===== src/rtl/lcd_host_ctrl_pkg.sv =====
// Shared types and constants for the LCD host controller.
package lcd_host_ctrl_pkg;

   localparam int unsigned IMG_W   = 8;
   localparam int unsigned IMG_PIX = 64;
   localparam int unsigned ADDR_W  = 6;

   // LCD_CTRL command codes
   typedef enum logic [2:0] {
      CmdWrite,
      CmdUp,
      CmdDown,
      CmdLeft,
      CmdRight,
      CmdAvg,
      CmdMirX,
      CmdMirY
   } cmd_e;

   // Host sequencing states
   typedef enum logic [2:0] {
      StLoad,
      StIdle,
      StIssue,
      StAck,
      StWait,
      StCapture,
      StDone
   } state_e;

   // Write counter saturates rather than wrapping
   function automatic logic [6:0] sat_inc7(input logic [6:0] v);
      return (v == 7'd127) ? v : v + 7'd1;
   endfunction

endpackage


===== src/rtl/lcd_host_ctrl_cmd_fifo.sv =====
// Command queue: synchronous FIFO with extra-bit pointers for full/empty.
module lcd_host_ctrl_cmd_fifo #(
   parameter int unsigned WIDTH = 3,
   parameter int unsigned DEPTH = 16
) (
   input  logic             clk,
   input  logic             reset,
   input  logic             push,
   input  logic [WIDTH-1:0] wdata,
   input  logic             pop,
   output logic [WIDTH-1:0] rdata,
   output logic             full,
   output logic             empty
);

   localparam int unsigned AW = $clog2(DEPTH);
   localparam logic [AW:0] PTR_ONE = {{AW{1'b0}}, 1'b1};

   logic [WIDTH-1:0] mem_q [DEPTH];
   logic [AW:0]      wptr_q;
   logic [AW:0]      rptr_q;

   assign empty = (wptr_q == rptr_q);
   assign full  = (wptr_q[AW] != rptr_q[AW]) && (wptr_q[AW-1:0] == rptr_q[AW-1:0]);
   assign rdata = mem_q[rptr_q[AW-1:0]];

   // Pointer advance; push and pop may share a cycle
   always_ff @(posedge clk) begin
      if (reset) begin
         wptr_q <= '0;
         rptr_q <= '0;
      end else begin
         if (push && !full) wptr_q <= wptr_q + PTR_ONE;
         if (pop && !empty) rptr_q <= rptr_q + PTR_ONE;
      end
   end

   // Storage is not reset; only the pointers define validity
   always_ff @(posedge clk) begin
      if (push && !full) mem_q[wptr_q[AW-1:0]] <= wdata;
   end

endmodule


===== src/rtl/lcd_host_ctrl.sv =====
// Host side of LCD_CTRL: image ROM server, command feeder and IRB capture sink.
module lcd_host_ctrl
   import lcd_host_ctrl_pkg::*;
#(
   parameter int unsigned CMD_DEPTH   = 16,
   parameter int unsigned ACK_TIMEOUT = 8
) (
   input  logic              clk,
   input  logic              reset,
   input  logic              img_wr_en,
   input  logic [ADDR_W-1:0] img_wr_addr,
   input  logic [IMG_W-1:0]  img_wr_data,
   input  logic [2:0]        host_cmd,
   input  logic              host_cmd_valid,
   output logic              host_cmd_ready,
   input  logic              IROM_EN,
   input  logic [ADDR_W-1:0] IROM_A,
   output logic [IMG_W-1:0]  IROM_Q,
   input  logic              busy,
   output logic [2:0]        cmd,
   output logic              cmd_valid,
   input  logic              IRB_RW,
   input  logic [ADDR_W-1:0] IRB_A,
   input  logic [IMG_W-1:0]  IRB_D,
   input  logic              done,
   input  logic [ADDR_W-1:0] rd_addr,
   output logic [IMG_W-1:0]  rd_data,
   output logic [6:0]        write_count,
   output logic [15:0]       checksum,
   output logic              frame_done,
   output logic              frame_ok,
   output logic              ack_err,
   output logic              proto_err
);

   localparam int unsigned TW = $clog2(ACK_TIMEOUT + 1);

   logic [IMG_W-1:0] img_q [IMG_PIX];
   logic [IMG_W-1:0] cap_q [IMG_PIX];
   logic [IMG_W-1:0] irom_data_q;

   state_e        state_q, state_d;
   logic [2:0]    cmd_q, cmd_d;
   logic [TW-1:0] timer_q, timer_d;
   logic          ack_err_q, ack_err_d;
   logic          frame_done_q, frame_done_d;
   logic          proto_err_q;
   logic [6:0]    write_count_q;
   logic [15:0]   checksum_q;

   logic       fifo_push, fifo_pop, fifo_full, fifo_empty;
   logic [2:0] fifo_head;
   logic       in_capture;

   assign in_capture     = (state_q == StCapture) || (state_q == StDone);
   assign host_cmd_ready = !fifo_full && !in_capture;
   assign fifo_push      = host_cmd_valid && host_cmd_ready;

   lcd_host_ctrl_cmd_fifo #(
      .WIDTH (3),
      .DEPTH (CMD_DEPTH)
   ) u_cmd_fifo (
      .clk   (clk),
      .reset (reset),
      .push  (fifo_push),
      .wdata (host_cmd),
      .pop   (fifo_pop),
      .rdata (fifo_head),
      .full  (fifo_full),
      .empty (fifo_empty)
   );

   // Next-state: sequence one command at a time, then capture the written frame
   always_comb begin
      state_d      = state_q;
      cmd_d        = cmd_q;
      timer_d      = timer_q;
      ack_err_d    = ack_err_q;
      frame_done_d = frame_done_q;
      fifo_pop     = 1'b0;
      unique case (state_q)
         StLoad: begin
            if (!busy) state_d = StIdle;
         end
         StIdle: begin
            // Load cmd on entry so it already equals the head during ISSUE
            if (!busy && !fifo_empty) begin
               state_d = StIssue;
               cmd_d   = fifo_head;
            end
         end
         StIssue: begin
            fifo_pop = 1'b1;
            timer_d  = '0;
            state_d  = StAck;
         end
         StAck: begin
            if (busy) begin
               state_d = (cmd_q == CmdWrite) ? StCapture : StWait;
            end else if (timer_q == TW'(ACK_TIMEOUT - 1)) begin
               ack_err_d = 1'b1;
               state_d   = (cmd_q == CmdWrite) ? StCapture : StIdle;
            end else begin
               timer_d = timer_q + TW'(1);
            end
         end
         StWait: begin
            if (!busy) state_d = StIdle;
         end
         StCapture: begin
            if (done) begin
               state_d      = StDone;
               frame_done_d = 1'b1;
            end
         end
         StDone: begin
            state_d = StDone;
         end
         default: state_d = StLoad;
      endcase
   end

   // FSM and sticky sequencing flags
   always_ff @(posedge clk) begin
      if (reset) begin
         state_q      <= StLoad;
         cmd_q        <= '0;
         timer_q      <= '0;
         ack_err_q    <= 1'b0;
         frame_done_q <= 1'b0;
      end else begin
         state_q      <= state_d;
         cmd_q        <= cmd_d;
         timer_q      <= timer_d;
         ack_err_q    <= ack_err_d;
         frame_done_q <= frame_done_d;
      end
   end

   // Capture statistics and protocol error flag
   always_ff @(posedge clk) begin
      if (reset) begin
         write_count_q <= '0;
         checksum_q    <= '0;
         proto_err_q   <= 1'b0;
      end else begin
         if (host_cmd_valid && !host_cmd_ready) proto_err_q <= 1'b1;
         if (!IRB_RW) begin
            write_count_q <= sat_inc7(write_count_q);
            checksum_q    <= checksum_q + {8'h00, IRB_D};
            if (!in_capture) proto_err_q <= 1'b1;
         end
      end
   end

   // Registered ROM read; a same-edge preload is seen on the next read
   always_ff @(posedge clk) begin
      if (reset) begin
         irom_data_q <= '0;
      end else if (!IROM_EN) begin
         irom_data_q <= img_q[IROM_A];
      end
   end

   // Image preload store, survives reset
   always_ff @(posedge clk) begin
      if (img_wr_en) img_q[img_wr_addr] <= img_wr_data;
   end

   // Capture store, written in every state and survives reset
   always_ff @(posedge clk) begin
      if (!IRB_RW) cap_q[IRB_A] <= IRB_D;
   end

   assign IROM_Q      = irom_data_q;
   assign cmd         = cmd_q;
   assign cmd_valid   = (state_q == StIssue);
   assign rd_data     = cap_q[rd_addr];
   assign write_count = write_count_q;
   assign checksum    = checksum_q;
   assign frame_done  = frame_done_q;
   assign frame_ok    = frame_done_q && (write_count_q == 7'd64);
   assign ack_err     = ack_err_q;
   assign proto_err   = proto_err_q;

endmodule


===== config.mk =====
export PLATFORM = sky130hd
export DESIGN_NAME = lcd_host_ctrl
export DESIGN_NICKNAME = d
export VERILOG_FILES = /design/src/rtl/lcd_host_ctrl_pkg.sv /design/src/rtl/lcd_host_ctrl_cmd_fifo.sv /design/src/rtl/lcd_host_ctrl.sv
export SDC_FILE = /design/constraint.sdc
export NUM_CORES = 1
export LEC_CHECK = 0
export CAP_MARGIN = 20
export CORE_MARGIN = 4
export CORE_UTILIZATION = 41
export CTS_BUF_LIST = sky130_fd_sc_hd__clkbuf_4 sky130_fd_sc_hd__clkbuf_8 sky130_fd_sc_hd__clkbuf_16
export DETAILED_ROUTE_END_ITERATION = 10
export GPL_ROUTABILITY_DRIVEN = 0
export GPL_TIMING_DRIVEN = 0
export PLACE_DENSITY = 0.61
export SLEW_MARGIN = 30
export SYNTH_ARGS = -nofsm -noshare
export SYNTH_HDL_FRONTEND = slang
export SYNTH_SLANG_ARGS = --single-unit
export TNS_END_PERCENT = 50

===== constraint.sdc =====
create_clock -name clk -period 7.13 [get_ports clk]
set_input_delay 1.426 -clock clk [delete_from_list [all_inputs] [get_ports clk]]
set_output_delay 1.426 -clock clk [all_outputs]
set_load 0.01 [all_outputs]

==> results of run 1 <==
## logic make-up (layout without fill, tap and decap cells)
group	Yosys count	after routing
other	0	3
adders and majority gates	21	21
xor gates and xnor gates	30	30
muxes	376	376
AOI/OAI and AO/OA	161	161
buffers and inverters	132	428
and+or+nand+nor	447	447
DFF	1126	1126
## layout make-up
| cell class | count | area (µm²) | area share |
|---|---|---|---|
| clock inverters | 58 | 601 | 0.0118 |
| well taps | 1403 | 1760 | 0.0345 |
| plain buffers | 121 | 536 | 0.0105 |
| diodes | 3 | 7.51 | 0.000148 |
| repair buffers | 89 | 948 | 0.0187 |
| multi-input cells | 1035 | 10500 | 0.206 |
| clock buffers | 149 | 3190 | 0.0627 |
| inverters | 11 | 41.3 | 0.000812 |
| flip-flops and latches | 1126 | 33300 | 0.655 |
## final timing paths
path                            slack [ps]        from                endpoint  cells past startpoint
worst max register to register        4530  state_q[1]  u_cmd_fifo.mem_q[0][0]                      7
worst max-delay path                   950  rd_addr[1]              rd_data[2]                      7
worst min register to register         470   IROM_Q[7]               IROM_Q[7]                      2
worst min-delay path                   470   IROM_Q[7]               IROM_Q[7]                      2
## state kept, by name, summed over array words and instances (netlist names), 4 cells and up
| register | flops |
|---|---|
| img_q | 512 |
| write_count | 7 |
| timer_q | 4 |
| checksum | 16 |
| IROM_Q | 8 |
| u_cmd_fifo.rptr_q | 5 |
| cap_q | 512 |
| u_cmd_fifo.mem_q | 48 |
| u_cmd_fifo.wptr_q | 5 |
## stage by stage
step                hold WS, ps  std cells  instance area (µm²)
floorplan                   480       2293                44300
global placement            463       3778                46900
detailed placement          463       3785                47000
CTS                         473       3992                50800
global route                514       3993                50800
finish                      471       3995                50800
## cell usage after synthesis (all sizes together) (7+ instances only)
cell / n
edfxtp: 1072
dfxtp: 54
a22oi: 72
xnor2: 9
nand2b: 9
xor2: 21
nor3: 12
mux4: 239
nand4: 25
nand2: 46
o22ai: 12
nand3: 46
buf: 64
clkbuf: 57
inv: 11
nand3b: 8
nor2: 213
a21oi: 37
mux2i: 137
nor2b: 61
or3: 7
o21ai: 18
ha: 20
## metal layers
metal | GRT usage | part of all wire | vias to the layer above
met5 | 0 | 0.00021 | -
met1 | 0.253 | 0.42 | 11640
met2 | 0.287 | 0.47 | 838
met3 | 0.0377 | 0.077 | 152
li1 | - | - | 9692
met4 | 0.0521 | 0.026 | 4
## worst min-delay path: stages, from the launching register on
cell     delay (ps)
dfxtp_1         310
nand2_1          50
o21ai_0          60
## where the power goes
part           internal [W]  switching (W)
sequential          0.00731      0.0000398
clock               0.00356        0.00242
combinational      0.000365       0.000562
==> results.md, run 1 <==
* Pre-antenna DRT Iters at 5
* Post-CTS resize count at 0
* TritonCTS Sinks at 1,126
* Largest net degree at the start of global routing at 67
* Vias at 22,326
* CP max stage delay at 830 ps
* Tot GR Track Use at 0.180
* Sequential fraction of the synthesis area at 0.751
* Area of the mapped netlist at 44,300 µm²
* DRC Markers at 0
* Rel. slew slack at 0.295
* Buf+Inv Stages, Crit Path at 3
* Final Max Slew Viols at 0
* Via-per-instance ratio at 5.59
* Post-route setup slack at 953 ps
* Post-CTS setup buffers at 0
* Gr ovfl total at 0
* Synth cell types at 51
* Cells after synthesis at 2,293
* First-pass GRT wire length at 151,000 µm
* Core Util, Final at 0.474
* Setup TNS Final at 0 ps
* Share of flip-flops with an asynchronous set or reset at 0
* Syn_nets at 2,365
* Syn_area_per_cell at 19.3 µm²
* Post-Synth Adder-Cell Area at 0.00610
* Critical path's top delay family: buffers and inverters
* Max H-tree Level at 3
* CP endpoint kind: output pin
* Final nets at 2,568
* Final HPWL DP at 67,300 µm
* Max clock buf depth at 3
* CP max FO at 10
* Root Buffer: clkbuf_16
* FF+latch count, synth at 1,126
* Tcrit/Tclk final at 0.866
* Slowest CP cell: buf_1
* Slew @ Worst Pin at 1060 ps
* Top FF cell, synth: edfxtp_1
* Cell mode on critical path: mux4_2
* Largest family of logic cells by synthesized area: multiplexers
* Synthesis-to-layout area growth at 14.7%
* Synth area leader: edfxtp_1
* Leak Pwr at 16.2 nW
* Share of cells above drive strength 1 at 0.198
* Unrepaired setup endpoints after global routing: no
* # fillers at 8,962
* Status: finished, final reports clean
* Starting density of the core at 0.413
* Routed len/inst at 25.5 µm
* Die Area at 113,000 µm²
* Most frequent cells in the layout: edfxtp_1 (1,072), mux4_2 (239), nor2_1 (212)
* VDD IR max at 0.000186 V
* Post-synth EDFFs at 1,072
* Rows at 120
* Die Span X at 337 µm
* Clock latency on the worst-skew pair at 670 ps
* Leading post-synthesis cells by cell area: edfxtp_1 (73%), mux4_2 (12%), mux2i_1 (3.1%)
* Post-DRT Antenna Nets at 0
* CP startpoint kind: input pin
* Fmax at 162 MHz
* Total power at 0.0143 W
* Worst path cell trace: clkbuf_1, buf_1, mux4_2, mux4_2, o22ai_1, nor2_1, clkdlybuf4s50_1
* Worst clock skew at 14.9 ps
* Worst slack, placed at 1040 ps
* CTS tree: yes
* CTS Buf Count at 112
* Cts hold-fix bufs at 0
* Clk slew on worst S/H paths at 60 ps
* Routed WL at 102,000 µm
* Initial antenna violation count at 5
* Power Dens Cells at 281 nW/µm²
* Post-synth top area share at 0.726
* Multiplexer share of the synthesized area at 0.152
* Arrival @ worst endpoint at 4750 ps
* Final Hold Viols at 0
* Io pins at 99
* Critical path required time at 5700 ps
* Tmin final at 6180 ps
* Commonest non-fill, non-tap cell in the layout: edfxtp_1
* Vias in the first global route at 23,063
* Max_cap viols at 0
* Type of the tightest min-delay check: reg2reg
* Ys Warns at 0
* Core ar. at 107,000 µm²
* I/O Buffers at 82
* Post-synthesis compound-gate area fraction at 0.0241
* Final setup vio count at 0
* DR iter-0 viols at 2,141
* Xor/xnor share of the synthesized area at 0.00593
* Post-Synth Simple-Gate Area at 0.0478
* Die H at 337 µm
* Crit Path Class: in2out
Note: power is estimated with default switching activity, not from simulation.
==> run 2: changes to the inputs <==
--- a/config.mk
+++ b/config.mk
@@ -6,7 +6,7 @@
 export NUM_CORES = 1
 export LEC_CHECK = 0
 export CAP_MARGIN = 20
-export CORE_MARGIN = 4
+export CORE_ASPECT_RATIO = 0.7
 export CORE_UTILIZATION = 41
 export CTS_BUF_LIST = sky130_fd_sc_hd__clkbuf_4 sky130_fd_sc_hd__clkbuf_8 sky130_fd_sc_hd__clkbuf_16
 export DETAILED_ROUTE_END_ITERATION = 10
==> run 2 against run 1 <==
Compared with the run above: utilization is 0.18 points higher; sequential power hardly changed; clock power is 4.2% lower; clock skew is 34 ps higher; total power is 1.5% lower; maximum frequency is 1.4% higher; combinational power is 4.2% higher; routed wire length is 5.0% higher; setup slack better by 84 ps; first-iteration DRC count is 35% higher; flip-flop and latch count stayed put; critical path type unchanged; largest cell class unchanged; highest routed layer unchanged.
==> results.md, run 2 (synthesized netlist as in run 1, its figures left out) <==
* Vias at 22,834 (+2.3%)
* Vias in the first global route at 22,618 (-1.9%)
* Slew @ Worst Pin at 999 ps (-58.3 ps)
* Via-per-instance ratio at 5.68 (+1.7%)
* Clk slew on worst S/H paths at 60 ps (about the same)
* CP max FO at 10 (unchanged)
* Commonest non-fill, non-tap cell in the layout: edfxtp_1
* Slowest CP cell: clkbuf_1
* Largest net degree at the start of global routing at 66 (-1.5%)
* Post-DRT Antenna Nets at 0 (unchanged)
* First-pass GRT wire length at 155,000 µm (+2.6%)
* Post-CTS resize count at 0 (unchanged)
* Setup TNS Final at 0 ps (unchanged)
* Max H-tree Level at 3 (unchanged)
* Gr ovfl total at 0 (unchanged)
* Post-CTS setup buffers at 0 (unchanged)
* Worst clock skew at 48.5 ps (+33.6 ps)
* Rel. slew slack at 0.334 (+0.0389)
* Root Buffer: clkbuf_16
* Power Dens Cells at 276 nW/µm² (-1.4%)
* # diodes at 0 (-3)
* Wl on met1 at 49,900 µm (+16%)
* VDD IR max at 0.000193 V (+4.1%)
* Pre-antenna DRT Iters at 5 (unchanged)
* Worst path cell trace: clkbuf_1, clkbuf_1, mux4_2, mux4_2, mux2i_1, a21oi_1, clkdlybuf4s50_1
* Highest routed layer: met5
* Arrival @ worst endpoint at 4670 ps (-80 ps)
* Final nets at 2,568 (unchanged)
* CP endpoint kind: output pin
* DR iter-0 viols at 2,894 (+35%)
* Io pins at 99 (unchanged)
* Routed WL at 107,000 µm (+5.0%)
* Cts hold-fix bufs at 0 (unchanged)
* Max_cap viols at 0 (unchanged)
* Synthesis-to-layout area growth at 14.6% (about the same)
* Final setup vio count at 0 (unchanged)
* Starting density of the core at 0.415 (+0.00184)
* TritonCTS Sinks at 1,126 (unchanged)
* CTS Buf Count at 106 (-5.4%)
* Unrepaired setup endpoints after global routing: no
* Final HPWL DP at 71,100 µm (+5.6%)
* Tmin final at 6090 ps (-83.8 ps)
* Die H at 277 µm (-18%)
* DRC Markers at 0 (unchanged)
* Final Max Slew Viols at 0 (unchanged)
* Crit Path Class: in2out
* Clock latency on the worst-skew pair at 720 ps (+50 ps)
* Fmax at 164 MHz (+1.4%)
* Rows at 100 (-17%)
* Total power at 0.0140 W (-1.5%)
* Tcrit/Tclk final at 0.855 (-0.0118)
* Leak Pwr at 16.1 nW (-0.39%)
* CP max stage delay at 790 ps (-40 ps)
* Final Hold Viols at 0 (unchanged)
* Die Span X at 395 µm (+17%)
* Reg area at 33,300 µm² (unchanged)
* Initial antenna violation count at 3 (-2)
* I/O Buffers at 82 (unchanged)
* Critical path required time at 5700 ps (about the same)
* Most frequent cells in the layout: edfxtp_1 (1,072), mux4_2 (239), nor2_1 (200)
* WHS at 492 ps (+21.0 ps)
* WL met2 at 45,200 µm (-6.6%)
* CP startpoint kind: input pin
* # fillers at 8,726 (-2.6%)
* Met3 WL at 9870 µm (+25%)
* Share of cells above drive strength 1 at 0.204 (+0.00579)
* Routed len/inst at 26.7 µm (+4.4%)
* Multi-input gate area at 10,500 µm² (+0.29%)
* CTS tree: yes
* Tot GR Track Use at 0.195 (+0.0146)
* Max clock buf depth at 3 (unchanged)
* Core ar. at 107,000 µm² (-0.44%)
* Status: finished, final reports clean
* Die Area at 109,000 µm² (-3.5%)
* Type of the tightest min-delay check: reg2reg
-- run 2: path summary, 6_finish.rpt --
kind | end | slack (ps) | cells after the start | start
setup / recovery | rd_data[3] | 1040 | 7 | rd_addr[1]
hold / removal | checksum[3] | 490 | 2 | checksum[3]
setup reg to reg | u_cmd_fifo.mem_q[1][0] | 4460 | 7 | state_q[0]
hold reg to reg | checksum[3] | 490 | 2 | checksum[3]
-- run 2: per-layer routing --
layer  track usage  up-vias
met5             0        -
met1         0.306    12022
met4        0.0456        2
li1              -     9687
met2         0.269      980
met3        0.0507      143
-- run 2: worst max-delay path, delay by kind of cell --
family / cells / cell delay (ps)
buf+inv: 3 / 1840
mux: 3 / 1220
compound gates: 1 / 160
-- run 2: area by class of cell --
| type | count | share of cell area |
|---|---|---|
| Clock inverter | 72 | 0.0141 |
| Sequential cell | 1126 | 0.655 |
| Clock buffer | 129 | 0.0559 |
| Inverter | 11 | 0.000813 |
| Timing Repair Buffer | 95 | 0.0216 |
| Tap cell | 1428 | 0.0352 |
| Multi-Input combinational cell | 1035 | 0.207 |
| Buffer | 121 | 0.0106 |
-- run 2: power by group --
group	total, W	switching [W]	internal [W]
Clock	0.00573	0.00254	0.00319
Combinational	0.000965	0.000590	0.000375
Sequential	0.00735	0.0000419	0.00731
-- run 2: through the flow --
| step | setup WS (ps) | util | cell area, µm² | cells |
|---|---|---|---|---|
| 5_1_grt | 952 | 0.476 | 50800 | 4017 |
| 3_3_place_gp | 1010 | 0.440 | 46900 | 3803 |
| 6_report | 1040 | 0.476 | 50800 | 4017 |
| 3_5_place_dp | 1090 | 0.442 | 47200 | 3816 |
| 4_1_cts | 1050 | 0.476 | 50800 | 4017 |
| 2_1_floorplan | 2620 | - | 44300 | 2293 |
